$ cat src/rtl/wb_dshot_tx.sv
`default_nettype none
// +--------------------------------------------------------------------------+
// | Module  : wb_dshot_tx                                                    |
// | Purpose : Wishbone B4 classic slave that turns throttle writes into      |
// |           DSHOT frames (12-bit value + 4-bit CRC, MSB first), one        |
// |           independent serial line per ESC channel.                       |
// | Ports   : i_clk, i_rst      - clock, synchronous active-high reset       |
// |           s_wb_*            - Wishbone slave (adr[5:2] decoded)          |
// |           o_dshot[NUM_CH]   - DSHOT lines, idle low                      |
// | Map     : W0..7 channel value, W8 STATUS (RO), W9 CONFIG, others err     |
// | Option  : DSHOT_REPEAT_EN - CONFIG holds per-channel auto-repeat enables |
// | Rev     : 1.0 - initial release                                          |
// +--------------------------------------------------------------------------+
module wb_dshot_tx #(
  parameter int CLK_FREQ_HZ = 48000000,
  parameter int DSHOT_KBPS  = 600,
  parameter int NUM_CH      = 4,
  parameter int GUARD_BITS  = 2
) (
  input  logic              i_clk,
  input  logic              i_rst,
  input  logic [31:0]       s_wb_adr_i,
  input  logic [31:0]       s_wb_dat_i,
  output logic [31:0]       s_wb_dat_o,
  input  logic              s_wb_we_i,
  input  logic [3:0]        s_wb_sel_i,
  input  logic              s_wb_stb_i,
  input  logic              s_wb_cyc_i,
  output logic              s_wb_ack_o,
  output logic              s_wb_err_o,
  output logic [NUM_CH-1:0] o_dshot
);

  localparam int T          = CLK_FREQ_HZ / (DSHOT_KBPS * 1000);
  localparam int T1H        = (3 * T) / 4;
  localparam int T0H        = (3 * T) / 8;
  localparam int GUARD_CLKS = GUARD_BITS * T;
  localparam int MAX_CLKS   = (GUARD_CLKS > T) ? GUARD_CLKS : T;
  localparam int CW         = $clog2(MAX_CLKS + 1);

  localparam logic [CW-1:0] C_T1H   = CW'(T1H);
  localparam logic [CW-1:0] C_T0H   = CW'(T0H);
  localparam logic [CW-1:0] C_T1L   = CW'(T - T1H);
  localparam logic [CW-1:0] C_T0L   = CW'(T - T0H);
  localparam logic [CW-1:0] C_GUARD = CW'(GUARD_CLKS);
  localparam logic [CW-1:0] C_ONE   = CW'(1);
  localparam logic [3:0]    C_NCH   = 4'(NUM_CH);

  typedef enum logic [1:0] {
    IDLE   = 2'd0,
    BIT_HI = 2'd1,
    BIT_LO = 2'd2,
    GUARD  = 2'd3
  } state_t;

  function automatic logic [15:0] make_frame(input logic [11:0] v);
    return {v, v[3:0] ^ v[7:4] ^ v[11:8]};
  endfunction

  // ---------------- bus decode ----------------
  logic        req, is_ch, ch_ok, sel_ok, bad, ch_wr;
  logic [3:0]  widx;
  logic [11:0] wdat;
  logic [31:0] rdata;

  logic [NUM_CH-1:0] busy, pend, cfg;
  logic [11:0]       chv [NUM_CH];

  // A new request is only seen while no response is being driven, which
  // yields single-cycle responses and a dead cycle between transfers.
  assign req    = s_wb_stb_i & s_wb_cyc_i & ~(s_wb_ack_o | s_wb_err_o);
  assign widx   = s_wb_adr_i[5:2];
  assign is_ch  = ~widx[3];
  assign ch_ok  = is_ch & (widx < C_NCH);
  assign sel_ok = (s_wb_sel_i[1:0] == 2'b11);
  assign bad    = is_ch ? (~ch_ok | (s_wb_we_i & ~sel_ok)) : (widx >= 4'd10);
  assign ch_wr  = req & ~bad & s_wb_we_i & is_ch;
  assign wdat   = s_wb_dat_i[11:0];

  always_comb begin
    rdata = '0;
    if (is_ch) begin
      for (int n = 0; n < NUM_CH; n++) begin
        if (widx[2:0] == 3'(n)) begin
          rdata[11:0] = chv[n];
          rdata[30]   = pend[n];
          rdata[31]   = busy[n];
        end
      end
    end else if (widx == 4'd8) begin
      rdata[NUM_CH-1:0]   = busy;
      rdata[NUM_CH+7:8]   = pend;
    end else if (widx == 4'd9) begin
      rdata[NUM_CH-1:0]   = cfg;
    end
  end

  always_ff @(posedge i_clk) begin
    if (i_rst) begin
      s_wb_ack_o <= 1'b0;
      s_wb_err_o <= 1'b0;
      s_wb_dat_o <= '0;
    end else begin
      s_wb_ack_o <= req & ~bad;
      s_wb_err_o <= req & bad;
      s_wb_dat_o <= (req & ~bad & ~s_wb_we_i) ? rdata : '0;
    end
  end

`ifdef DSHOT_REPEAT_EN
  always_ff @(posedge i_clk) begin
    if (i_rst) begin
      cfg <= '0;
    end else if (req & ~bad & s_wb_we_i & (widx == 4'd9)) begin
      cfg <= s_wb_dat_i[NUM_CH-1:0];
    end
  end
`else
  assign cfg = '0;
`endif

  logic unused;
  assign unused = &{1'b0, s_wb_adr_i[31:6], s_wb_adr_i[1:0], s_wb_dat_i[31:12],
                    s_wb_sel_i[3:2]};

  // ---------------- per-channel serialisers ----------------
  for (genvar n = 0; n < NUM_CH; n++) begin : g_ch
    state_t        st, st_n;
    logic [CW-1:0] cnt, cnt_n;
    logic [15:0]   sh, sh_n, fr;
    logic [3:0]    bit_idx, bit_idx_n;
    logic [11:0]   val, ldv;
    logic          pnd, pnd_n, load, dout, wr, last;

    assign wr   = ch_wr & (widx[2:0] == 3'(n));
    assign last = (cnt == C_ONE);

    always_comb begin
      st_n      = st;
      cnt_n     = cnt;
      sh_n      = sh;
      bit_idx_n = bit_idx;
      pnd_n     = pnd | wr;
      load      = 1'b0;
      ldv       = val;      // pending slot always equals the last written value
      case (st)
        IDLE: begin
          if (wr) begin
            load = 1'b1;
            ldv  = wdat;
          end
        end
        BIT_HI: begin
          if (last) begin
            st_n  = BIT_LO;
            cnt_n = sh[15] ? C_T1L : C_T0L;
          end else begin
            cnt_n = cnt - C_ONE;
          end
        end
        BIT_LO: begin
          if (last) begin
            if (bit_idx == 4'd15) begin
              st_n  = GUARD;
              cnt_n = C_GUARD;
            end else begin
              st_n      = BIT_HI;
              sh_n      = {sh[14:0], 1'b0};
              bit_idx_n = bit_idx + 4'd1;
              cnt_n     = sh[14] ? C_T1H : C_T0H;
            end
          end else begin
            cnt_n = cnt - C_ONE;
          end
        end
        GUARD: begin
          if (last) begin
            // A write landing on the final guard cycle goes straight out,
            // taking precedence over an older pending value.
            if (wr) begin
              load = 1'b1;
              ldv  = wdat;
            end else if (pnd | cfg[n]) begin
              load = 1'b1;
            end else begin
              st_n = IDLE;
            end
          end else begin
            cnt_n = cnt - C_ONE;
          end
        end
        default: st_n = IDLE;
      endcase
      fr = make_frame(ldv);
      if (load) begin
        st_n      = BIT_HI;
        sh_n      = fr;
        bit_idx_n = 4'd0;
        cnt_n     = fr[15] ? C_T1H : C_T0H;
        pnd_n     = 1'b0;
      end
    end

    always_ff @(posedge i_clk) begin
      if (i_rst) begin
        st      <= IDLE;
        cnt     <= '0;
        sh      <= '0;
        bit_idx <= '0;
        val     <= '0;
        pnd     <= 1'b0;
        dout    <= 1'b0;
      end else begin
        st      <= st_n;
        cnt     <= cnt_n;
        sh      <= sh_n;
        bit_idx <= bit_idx_n;
        pnd     <= pnd_n;
        // Line lags the state by one cycle so it rises the cycle after ack.
        dout    <= (st == BIT_HI);
        if (wr) val <= wdat;
      end
    end

    assign busy[n]    = (st != IDLE);
    assign pend[n]    = pnd;
    assign chv[n]     = val;
    assign o_dshot[n] = dout;
  end

endmodule
`default_nettype wire

$ cat config.mk
export PLATFORM = sky130hd
export DESIGN_NAME = wb_dshot_tx
export DESIGN_NICKNAME = d
export VERILOG_FILES = /design/src/rtl/wb_dshot_tx.sv
export SDC_FILE = /design/constraint.sdc
export NUM_CORES = 1
export LEC_CHECK = 0
export ABC_AREA = 1
export BUFFER_PORTS_ARGS = -buffer_cell sky130_fd_sc_hd__buf_2
export CAP_MARGIN = 20
export CORE_AREA = 2 2 159 130
export DETAILED_ROUTE_END_ITERATION = 7
export DIE_AREA = 0 0 161 132
export GPL_ROUTABILITY_DRIVEN = 0
export HOLD_SLACK_MARGIN = 0.03
export MAX_ROUTING_LAYER = met4
export PLACE_DENSITY = 0.79
export SYNTH_ARGS = -nofsm -noshare
export SYNTH_HDL_FRONTEND = slang
export SYNTH_SLANG_ARGS = --single-unit
$ cat constraint.sdc
create_clock -name i_clk -period 4.1 [get_ports i_clk]
set_input_delay 0.205 -clock i_clk [delete_from_list [all_inputs] [get_ports i_clk]]
set_output_delay 0.205 -clock i_clk [all_outputs]
set_load 0.02 [all_outputs]
==> out/qor.csv, run 1 <==
metric,value,unit
status,"finished, final reports clean",
port buffer count,42,
syn avg cell area,6.54,sq um
Post-Syn Area,11500,sq um
Critical Path Start Type,flop,
Final ANT Viol Nets,0,
Synth Register Bits,192,
IO Count,111,
CP Class,reg -> reg,
via count,11400,
post-CTS setup buffer count,0,
Fin Clk Skew,0.00908,ns
"Seq/Total Area, Yosys",0.335,
Floorplan Core Area,19600,sq um
Syn. warnings,0,
ys async rst share,0,
Tmin final,3.14,ns
PD cells,394,nW/um^2
largest net degree at the start of global routing,73,
"EDFF count, synth",0,
CTS root buffer,clkbuf_16,
fin. max-slew vios,0,
Chip Width,161,microns
# DRC,0,
Max-Cap Viols,0,
Area Overhead vs Synth,6.64,%
Final period util,0.767,
nets@finish,1853,
post-DP HPWL,21400,microns
initial drt markers,1278,
CTS sink count,192,
vias per cell,5.65,
"Distinct cells, synth",58,
gr usage total,0.287,
fmax,318,MHz
Post-Place Cells,1997,
worst path cell trace,ha_1 > nand3_1 > o21ai_1 > nand2_1 > nand2_1 > inv_1 > nand2_1 > nand3_1 > nand2_1 > inv_1,
initial core utilization,0.586,
Congestion Overflow GR,0,
H-tree Lvls,4,
RSZ-0062 raised after global routing,false,
crit end category,flop,
clk slew on worst S/H paths,0.07,ns
crit path DAT,3.49,ns
Rel. slew slack,0.317,
final wirelength,29900,microns
final setup TNS,0,ns
Worst path max stage delay,0.65,ns
endpoints failing setup,0,
layout cells sized above 1,0.0856,
vias in the first global route,10200,
1st-pass router iterations,6,
cts hold-fix bufs,0,
WL per Instance,14.7,microns
die area,21300,sq um
CP max-delay cell,nand2_1,
Worst Tran Pin Value,1.02,ns
CTS Buffer Depth,2,
Num CTS Buffers,17,
# rows,46,
CP bufs+invs,2,
cells after synthesis,1752,
Worst Path Required,4.44,ns
Placed Area,11700,sq um
Clock Latency Late Sink,0.44,ns
Critical Path Most Common Cell,nand2_1,
Fin. Hold Viols,0,
first-pass GRT wire length,49100,microns
antenna violations before repair,0,
family with the most delay on the worst path,simple AND/OR/NAND/NOR gates,
Post-Layout Cell Count,2028,
static leakage,5.57,nW
die height,132,microns
CTS tree,built,
ys flop type,dfxtp_1,
Hold WC Path Type,in -> reg,
fin area,12200,sq um
post_cts resized,0,
peak supply drop,0.000324,V
n_diodes,0,
Max Fanout on Critical Path,22,
## sequential cells by signal, summed over array words and instances (netlist names)
register	count
g_ch.sh	64
g_ch.val	48
g_ch.cnt	32
g_ch.bit_idx	16
s_wb_dat_o	14
g_ch.st	8
g_ch.dout	4
g_ch.pnd	4
s_wb_ack_o	1
s_wb_err_o	1
## logic make-up after synthesis
family,Yosys count,share of synthesized area
and+or+nand+nor,792,0.297
AOI/OAI and AO/OA,387,0.198
buffers and inverters,329,0.121
DFF,192,0.335
adders and majority gates,28,0.0306
xor gates and xnor gates,23,0.0176
other,1,0.000327
## final cells by class
type                            instances  area, sq um
Multi-Input combinational cell       1248         6290
Sequential cell                       192         3840
Inverter                              243          915
Timing Repair Buffer                   50          270
Clock buffer                           19          433
Clock inverter                         12          136
Fill cell                            1823         7350
Tap cell                              264          330
## placed cells by master, fill, tap and decap left out, types with 26 or more instances in the layout
cell / synthesis / layout
inv_1: 217 / 217
dfxtp_1: 192 / 192
buf_2: 21 / 42
ha_1: 28 / 28
a21oi_1: 128 / 128
nor2_1: 146 / 146
nand3_1: 150 / 150
o211ai_1: 26 / 26
o21ai_1: 34 / 34
o21ai_0: 103 / 103
nand2_1: 426 / 426
## synthesized netlist by cell type, types with 4 or more instances
library cell | number | area share
inv_2 | 20 | 0.0065
ha_1 | 28 | 0.031
o21ai_1 | 34 | 0.015
a31oi_1 | 19 | 0.010
clkbuf_1 | 34 | 0.011
xnor2_1 | 9 | 0.0069
o22ai_1 | 19 | 0.010
nand2_2 | 11 | 0.0060
xor2_1 | 14 | 0.011
nand2_1 | 426 | 0.14
o221ai_1 | 7 | 0.0053
o211ai_1 | 26 | 0.017
nor2_1 | 146 | 0.048
inv_1 | 217 | 0.071
a221oi_1 | 5 | 0.0038
o211ai_2 | 7 | 0.0076
o21bai_1 | 10 | 0.0065
buf_2 | 21 | 0.0092
clkinv_1 | 4 | 0.0013
dfxtp_1 | 192 | 0.34
a211oi_1 | 8 | 0.0052
nand3_1 | 150 | 0.065
nor2_2 | 5 | 0.0027
nor3_1 | 13 | 0.0057
a21oi_1 | 128 | 0.056
or2_2 | 10 | 0.0055
o21ai_0 | 103 | 0.045
buf_4 | 27 | 0.018
nand4_1 | 11 | 0.0060
## worst min-delay path, stage by stage
cell,delay (ns)
buf_2,0.09
o21ai_1,0.10
nor2_1,0.09
## stage by stage
stage | total power, mW | util | setup slack (ns) | hold slack [ns]
after floorplan | 2.96 | - | 1.96 | 0.366
after global placement | 3.15 | 0.596 | 1.07 | 0.451
after detailed placement | 3.18 | 0.596 | 1.01 | 0.459
after CTS | 4.81 | 0.625 | 1.09 | 0.0806
after global routing | 5.07 | 0.625 | 0.767 | 0.0945
final | 4.82 | 0.625 | 0.957 | 0.0787
## final timing paths
path / cells after the start / start / to / slack [ns]
worst max-delay path: 10 / g_ch[3].st[0] / g_ch[3].sh[0] / 0.96
worst max register to register: 10 / g_ch[3].st[0] / g_ch[3].sh[0] / 0.96
worst min register to register: 2 / g_ch[2].sh[2] / g_ch[2].sh[2] / 0.47
worst min-delay path: 3 / s_wb_dat_i[2] / g_ch[0].val[2] / 0.08
## layer usage
metal | global-route usage | vias to the layer above | routed length (microns)
li1 | - | 5695 | -
met5 | - | - | 0
met3 | 0.0475 | 67 | 2140
met2 | 0.433 | 452 | 13100
met1 | 0.387 | 5235 | 13700
met4 | 0.106 | 0 | 936
## power by group
group,switching (mW),internal [mW],total (mW)
registers,0.0669,1.94,2.00
clock network,0.759,0.898,1.66
logic,0.768,0.393,1.16
Power figures use the tool's default switching activity.
==> inputs of run 2 (changes only) <==
CORE_AREA = 2 2 166 136   (was 2 2 159 130)
DIE_AREA = 0 0 168 138   (was 0 0 161 132)
PLACE_DENSITY = 0.76   (was 0.79)
clock period = 2.7 ns   (was 4.1 ns; I/O delays follow)
==> run 2 against run 1 <==
Against the previous run:
- combinational power up 54%
- die area up 9.1%
- highest routed layer unchanged
- core utilization down 5.0 points
- fmax up 28%
- setup slack worse by 0.71 ns
- critical endpoint is now g_ch[1].sh[3]
- total power up 54%
==> out/qor.csv, run 2 (synthesized netlist as in run 1, its figures left out) <==
metric,value,unit
Flop pwr share,0.409,
post-DP HPWL,22100,microns
Final ANT Viol Nets,0,
final setup TNS,0,ns
power share of the clock group,0.350,
PD cells,595,nW/um^2
"worst slack, placed",0.312,ns
Num CTS Buffers,17,
Worst Tran Pin Value,0.718,ns
final wirelength,30700,microns
Post-Layout Cell Count,2072,
switching fraction of total power,0.343,
crit end category,flop,
via count,11500,
CTS tree,built,
worst path cell trace,inv_1 > ha_1 > nand2_1 > nor2_8 > nand2_2 > nand2_1 > inv_2 > nor2_8 > nand2_4 > clkinv_2 > nor2_2 > inv_2 > o21ai_0 > inv_1 > nand2_1 > inv_1,
die area,23200,sq um
vias per cell,5.56,
# DRC,0,
post-CTS setup buffer count,0,
CP bufs+invs,6,
Worst Path Required,3.05,ns
CP max-delay cell,dfxtp_1,
Internal Power,4.89,mW
Sw Pwr,2.56,mW
vias in the first global route,10300,
"commonest non-fill, non-tap cell in the layout",nand2_1,
H-tree Lvls,4,
largest net degree at the start of global routing,86,
layout cells sized above 1,0.100,
Register Area,3840,sq um
Reg with most FFs,g_ch.sh,
CTS Buffer Depth,2,
Fin. Hold Viols,0,
status,"finished, final reports clean",
Post-Place Cells,2037,
Fin Clk Skew,0.0102,ns
hold slack,0.0479,ns
top flop regs,"g_ch.sh (64), g_ch.val (48), g_ch.cnt (32)",
gr usage total,0.271,
Logic pwr share,0.241,
Final period util,0.910,
Clock Latency Late Sink,0.45,ns
CP Class,reg -> reg,
Worst path max stage delay,0.36,ns
clk slew on worst S/H paths,0.08,ns
max reg flops,64,
worst setup margin,0.243,ns
initial core utilization,0.527,
Critical Path Start Type,flop,
Hold WC Path Type,in -> reg,
Floorplan Core Area,21800,sq um
Congestion Overflow GR,0,
port buffer count,42,
fmax,407,MHz
antenna violations before repair,0,
IO Count,111,
Power Total,7.44,mW
crit path DAT,2.81,ns
fin. max-slew vios,0,
Max Fanout on Critical Path,17,
area of the multi-input gates,6300,sq um
static leakage,5.73,nW
1st-pass router iterations,7,
Chip Width,168,microns
endpoints failing setup,0,
n_diodes,0,
WL per Instance,14.8,microns
Max-Cap Viols,0,
nets@finish,1880,
peak supply drop,0.000436,V
Rel. slew slack,0.521,
CTS sink count,192,
"commonest non-fill, non-tap cells in the layout","nand2_1, inv_1, dfxtp_1",
die height,138,microns
CTS root buffer,clkbuf_16,
initial drt markers,1283,
Tmin final,2.46,ns
# rows,49,
Fillers,2035,
first-pass GRT wire length,50100,microns
family with the most delay on the worst path,simple AND/OR/NAND/NOR gates,
Area Overhead vs Synth,9.06,%
==> run 2: cell count changes in the layout (fill, tap and decap cells not counted), sizes merged <==
cell,previous run,this run
bufinv,2,1
inv,240,244
clkbuf,19,17
clkinvlp,6,1
dlygate4sd3,0,3
clkinv,7,12
buf,50,74
==> run 2: per-stage QoR <==
stage | util | area, sq um
floorplan | - | 11500
global placement | 0.545 | 11900
detailed placement | 0.545 | 11900
CTS | 0.574 | 12500
global route | 0.574 | 12500
finish | 0.574 | 12500
==> run 2: layer usage <==
metal	share of wire	global-route usage	wire length, microns
met5	0	-	0
met3	0.074	0.0427	2260
met4	0.027	0.0874	820
met1	0.46	0.370	14100
met2	0.44	0.411	13500
==> run 2: worst register-to-register path: stages, from the launching register on <==
cell and delay, ns:
dfxtp_1 0.36, inv_1 0.07, ha_1 0.18, nand2_1 0.16, nor2_8 0.09, nand2_2 0.13
nand2_1 0.08, inv_2 0.11, nor2_8 0.07, nand2_4 0.08, clkinv_2 0.22, nor2_2 0.29
inv_2 0.18, o21ai_0 0.19, inv_1 0.06, nand2_1 0.07, inv_1 0.04
==> run 2: power by group through the flow <==
| stage | clock [mW] | combinational [mW] | sequential (mW) |
|---|---|---|---|
| 3_3_place_gp | 0 | 1.71 | 3.10 |
| 6_report | 2.60 | 1.79 | 3.04 |
| 5_1_grt | 2.75 | 2.06 | 3.06 |
| 2_1_floorplan | 0 | 1.42 | 3.08 |
| 3_5_place_dp | 0 | 1.75 | 3.10 |
| 4_1_cts | 2.64 | 1.77 | 3.04 |
==> run 2: worst paths after layout <==
| check | from | end | slack, ns | cells after the start |
|---|---|---|---|---|
| setup / recovery | g_ch[1].cnt[1] | g_ch[1].sh[3] | 0.24 | 16 |
| hold / removal | s_wb_dat_i[0] | g_ch[0].val[0] | 0.05 | 3 |
| setup reg to reg | g_ch[1].cnt[1] | g_ch[1].sh[3] | 0.24 | 16 |
| hold reg to reg | g_ch[3].sh[5] | g_ch[3].sh[5] | 0.46 | 2 |
==> run 2: cell type report <==
| cell class | instances | area share |
|---|---|---|
| multi-input combinational | 1248 | 0.504 |
| sequential | 192 | 0.307 |
| inverter | 243 | 0.0733 |
| timing repair buffer | 77 | 0.0394 |
| clock buffer | 17 | 0.0340 |
| tap | 280 | 0.0280 |
| clock inverter | 15 | 0.0136 |
==> run 2: timing repair <==
action | 4_1_cts | 5_1_grt
hold buffers | 3 | 0
hold endpoints to repair | 3 | 0
resized for setup | 0 | 3
setup endpoints to repair | 0 | 4
==> inputs of run 3 (changes only) <==
PLACE_DENSITY = 0.75   (was 0.76)
==> run 3 against run 2 <==
Against the previous run:
- die area is the same
- highest routed layer unchanged
- setup slack lost 0.080 ns
- critical path depth shrank 4
- register-to-register slack lost 0.08 ns
- hold slack gained 0.0080 ns
- largest power group unchanged
- sequential share of layout area is essentially flat
- clock-buffer cell count is the same
- via count shrank 0.79%
- sequential power is essentially flat
- clock skew grew 0.0019 ns
- critical path type unchanged
- fmax shrank 3.2%
- global-route usage grew 0.17 points
==> out/qor.csv, run 3 (synthesized netlist as in run 1, its figures left out) <==
metric,value,unit
worst path cell trace,inv_1 > ha_1 > inv_1 > o21ai_0 > inv_1 > nor2_1 > o21bai_1 > nand2_1 > nand3_1 > nand2_1 > nand2_1 > a21oi_1,
reg2reg path depth,12,
fin. max-slew vios,0,
largest net degree at the start of global routing,86,
"commonest non-fill, non-tap cell in the layout",nand2_1,
endpoints failing setup,0,
vias per cell,5.52,
peak supply drop,0.000437,V
Placed Area,11800,sq um
Reg with most FFs,g_ch.sh,
IO Count,111,
crit end category,flop,
# DRC,0,
Tmin final,2.54,ns
fin area,12500,sq um
FF-to-FF End,g_ch[1].sh[2],
Worst R2R Start,g_ch[1].st[0],
clk slew on worst S/H paths,0.08,ns
port buffer count,42,
Max-Cap Viols,0,
fmax,394,MHz
Chip Width,168,microns
static leakage,5.70,nW
final setup TNS,0,ns
vias in the first global route,10200,
die height,138,microns
Hold Path End,g_ch[0].val[3],
# rows,49,
layout cells sized above 1,0.0989,
post-DP HPWL,22100,microns
via count,11400,
Reg2Reg Setup Slack,0.16,ns
Hold WC Path Type,in -> reg,
Worst Hold Launch,s_wb_dat_i[3],
CTS sink count,192,
die area,23200,sq um
CTS tree,built,
CP max-delay cell,ha_1,
Worst Path Required,3.04,ns
antenna violations before repair,0,
family with the most delay on the worst path,adder cells,
max reg flops,64,
Clock Latency Late Sink,0.45,ns
initial core utilization,0.527,
Num CTS Buffers,17,
Register Area,3840,sq um
Rel. slew slack,0.529,
Min-Delay Path Depth,3,
nets@finish,1877,
1st-pass router iterations,6,
status,"finished, final reports clean",
Congestion Overflow GR,0,
PD cells,599,nW/um^2
crit path DAT,2.88,ns
Fillers,2110,
Worst path max stage delay,0.58,ns
H-tree Lvls,4,
hold slack,0.0558,ns
n_diodes,0,
initial drt markers,1092,
"commonest non-fill, non-tap cells in the layout","nand2_1, inv_1, dfxtp_1",
Max Fanout on Critical Path,10,
gr usage total,0.272,
Final period util,0.940,
WL per Instance,14.8,microns
final wirelength,30700,microns
area of the multi-input gates,6300,sq um
CP bufs+invs,3,
Worst Tran Pin Value,0.707,ns
Floorplan Core Area,21800,sq um
Fin. Hold Viols,0,
Area Overhead vs Synth,8.92,%
Fin Clk Skew,0.0121,ns
Critical Path Start Type,flop,
Final ANT Viol Nets,0,
CTS Buffer Depth,2,
first-pass GRT wire length,50500,microns
CP Class,reg -> reg,
CTS root buffer,clkbuf_16,
RSZ-0062 raised after global routing,false,
top flop regs,"g_ch.sh (64), g_ch.val (48), g_ch.cnt (32)",
post-CTS setup buffer count,0,
[run 3: cell count changes in the layout (fill, tap and decap cells not counted), moves of 2 or more]
cell / delta
buf_4: -4
clkinv_2: -2
clkinvlp_4: +2
inv_8: +2
[run 3: how the worst max path moves through the flow]
stage | start | endpoint | slack, ns | depth (start not counted)
2_1_floorplan | g_ch[1].st[0] | g_ch[1].sh[2] | 0.56 | 13
3_3_place_gp | s_wb_err_o | g_ch[0].cnt[5] | 0.27 | 13
3_5_place_dp | s_wb_err_o | g_ch[0].cnt[1] | 0.24 | 12
4_1_cts | g_ch[1].st[0] | g_ch[1].sh[2] | 0.22 | 12
5_1_grt | g_ch[1].st[0] | g_ch[1].sh[2] | 0.002 | 12
6_report | g_ch[1].st[0] | g_ch[1].sh[2] | 0.16 | 12
[run 3: power breakdown]
group          switching [mW]  leakage [nW]  total (mW)  internal (mW)
clock network            1.28         0.287        2.61           1.33
registers               0.103          1.55        3.04           2.94
logic                    1.21          3.86        1.83          0.624
[run 3: final cells by class]
cell class                 instances  share of cell area
timing repair buffer              74              0.0379
multi-input combinational       1248               0.505
clock inverter                    15              0.0136
inverter                         243              0.0738
sequential                       192               0.308
tap                              280              0.0281
clock buffer                      17              0.0341
[run 3: what timing repair did]
item | 4_1_cts | 5_1_grt
resized for setup | 0 | 5
hold buffers | 4 | 0
setup endpoints to repair | 0 | 16
endpoints found under the hold margin | 6 | 0
[run 3: per-stage QoR]
| stage | utilization | cells | setup slack (ns) | power, mW |
|---|---|---|---|---|
| global placement | 0.544 | 2033 | 0.273 | 4.82 |
| CTS | 0.573 | 2069 | 0.225 | 7.49 |
| finish | 0.574 | 2069 | 0.163 | 7.48 |
| detailed placement | 0.544 | 2033 | 0.236 | 4.87 |
| global route | 0.574 | 2069 | 0.00232 | 7.90 |
| floorplan | - | 1769 | 0.555 | 4.50 |
[run 3: worst min-delay path: cells and delay by family]
| family | cells | cell delay [ns] |
|---|---|---|
| buffers and inverters | 1 | 0.14 |
| AOI/OAI and AO/OA | 1 | 0.07 |
| and+or+nand+nor | 1 | 0.12 |
[run 3: per-layer routing]
metal	track usage	up-vias	part of all wire
met2	0.407	432	0.44
met1	0.371	5182	0.46
met3	0.0427	68	0.062
met5	-	-	0
met4	0.105	0	0.028
li1	-	5739	-
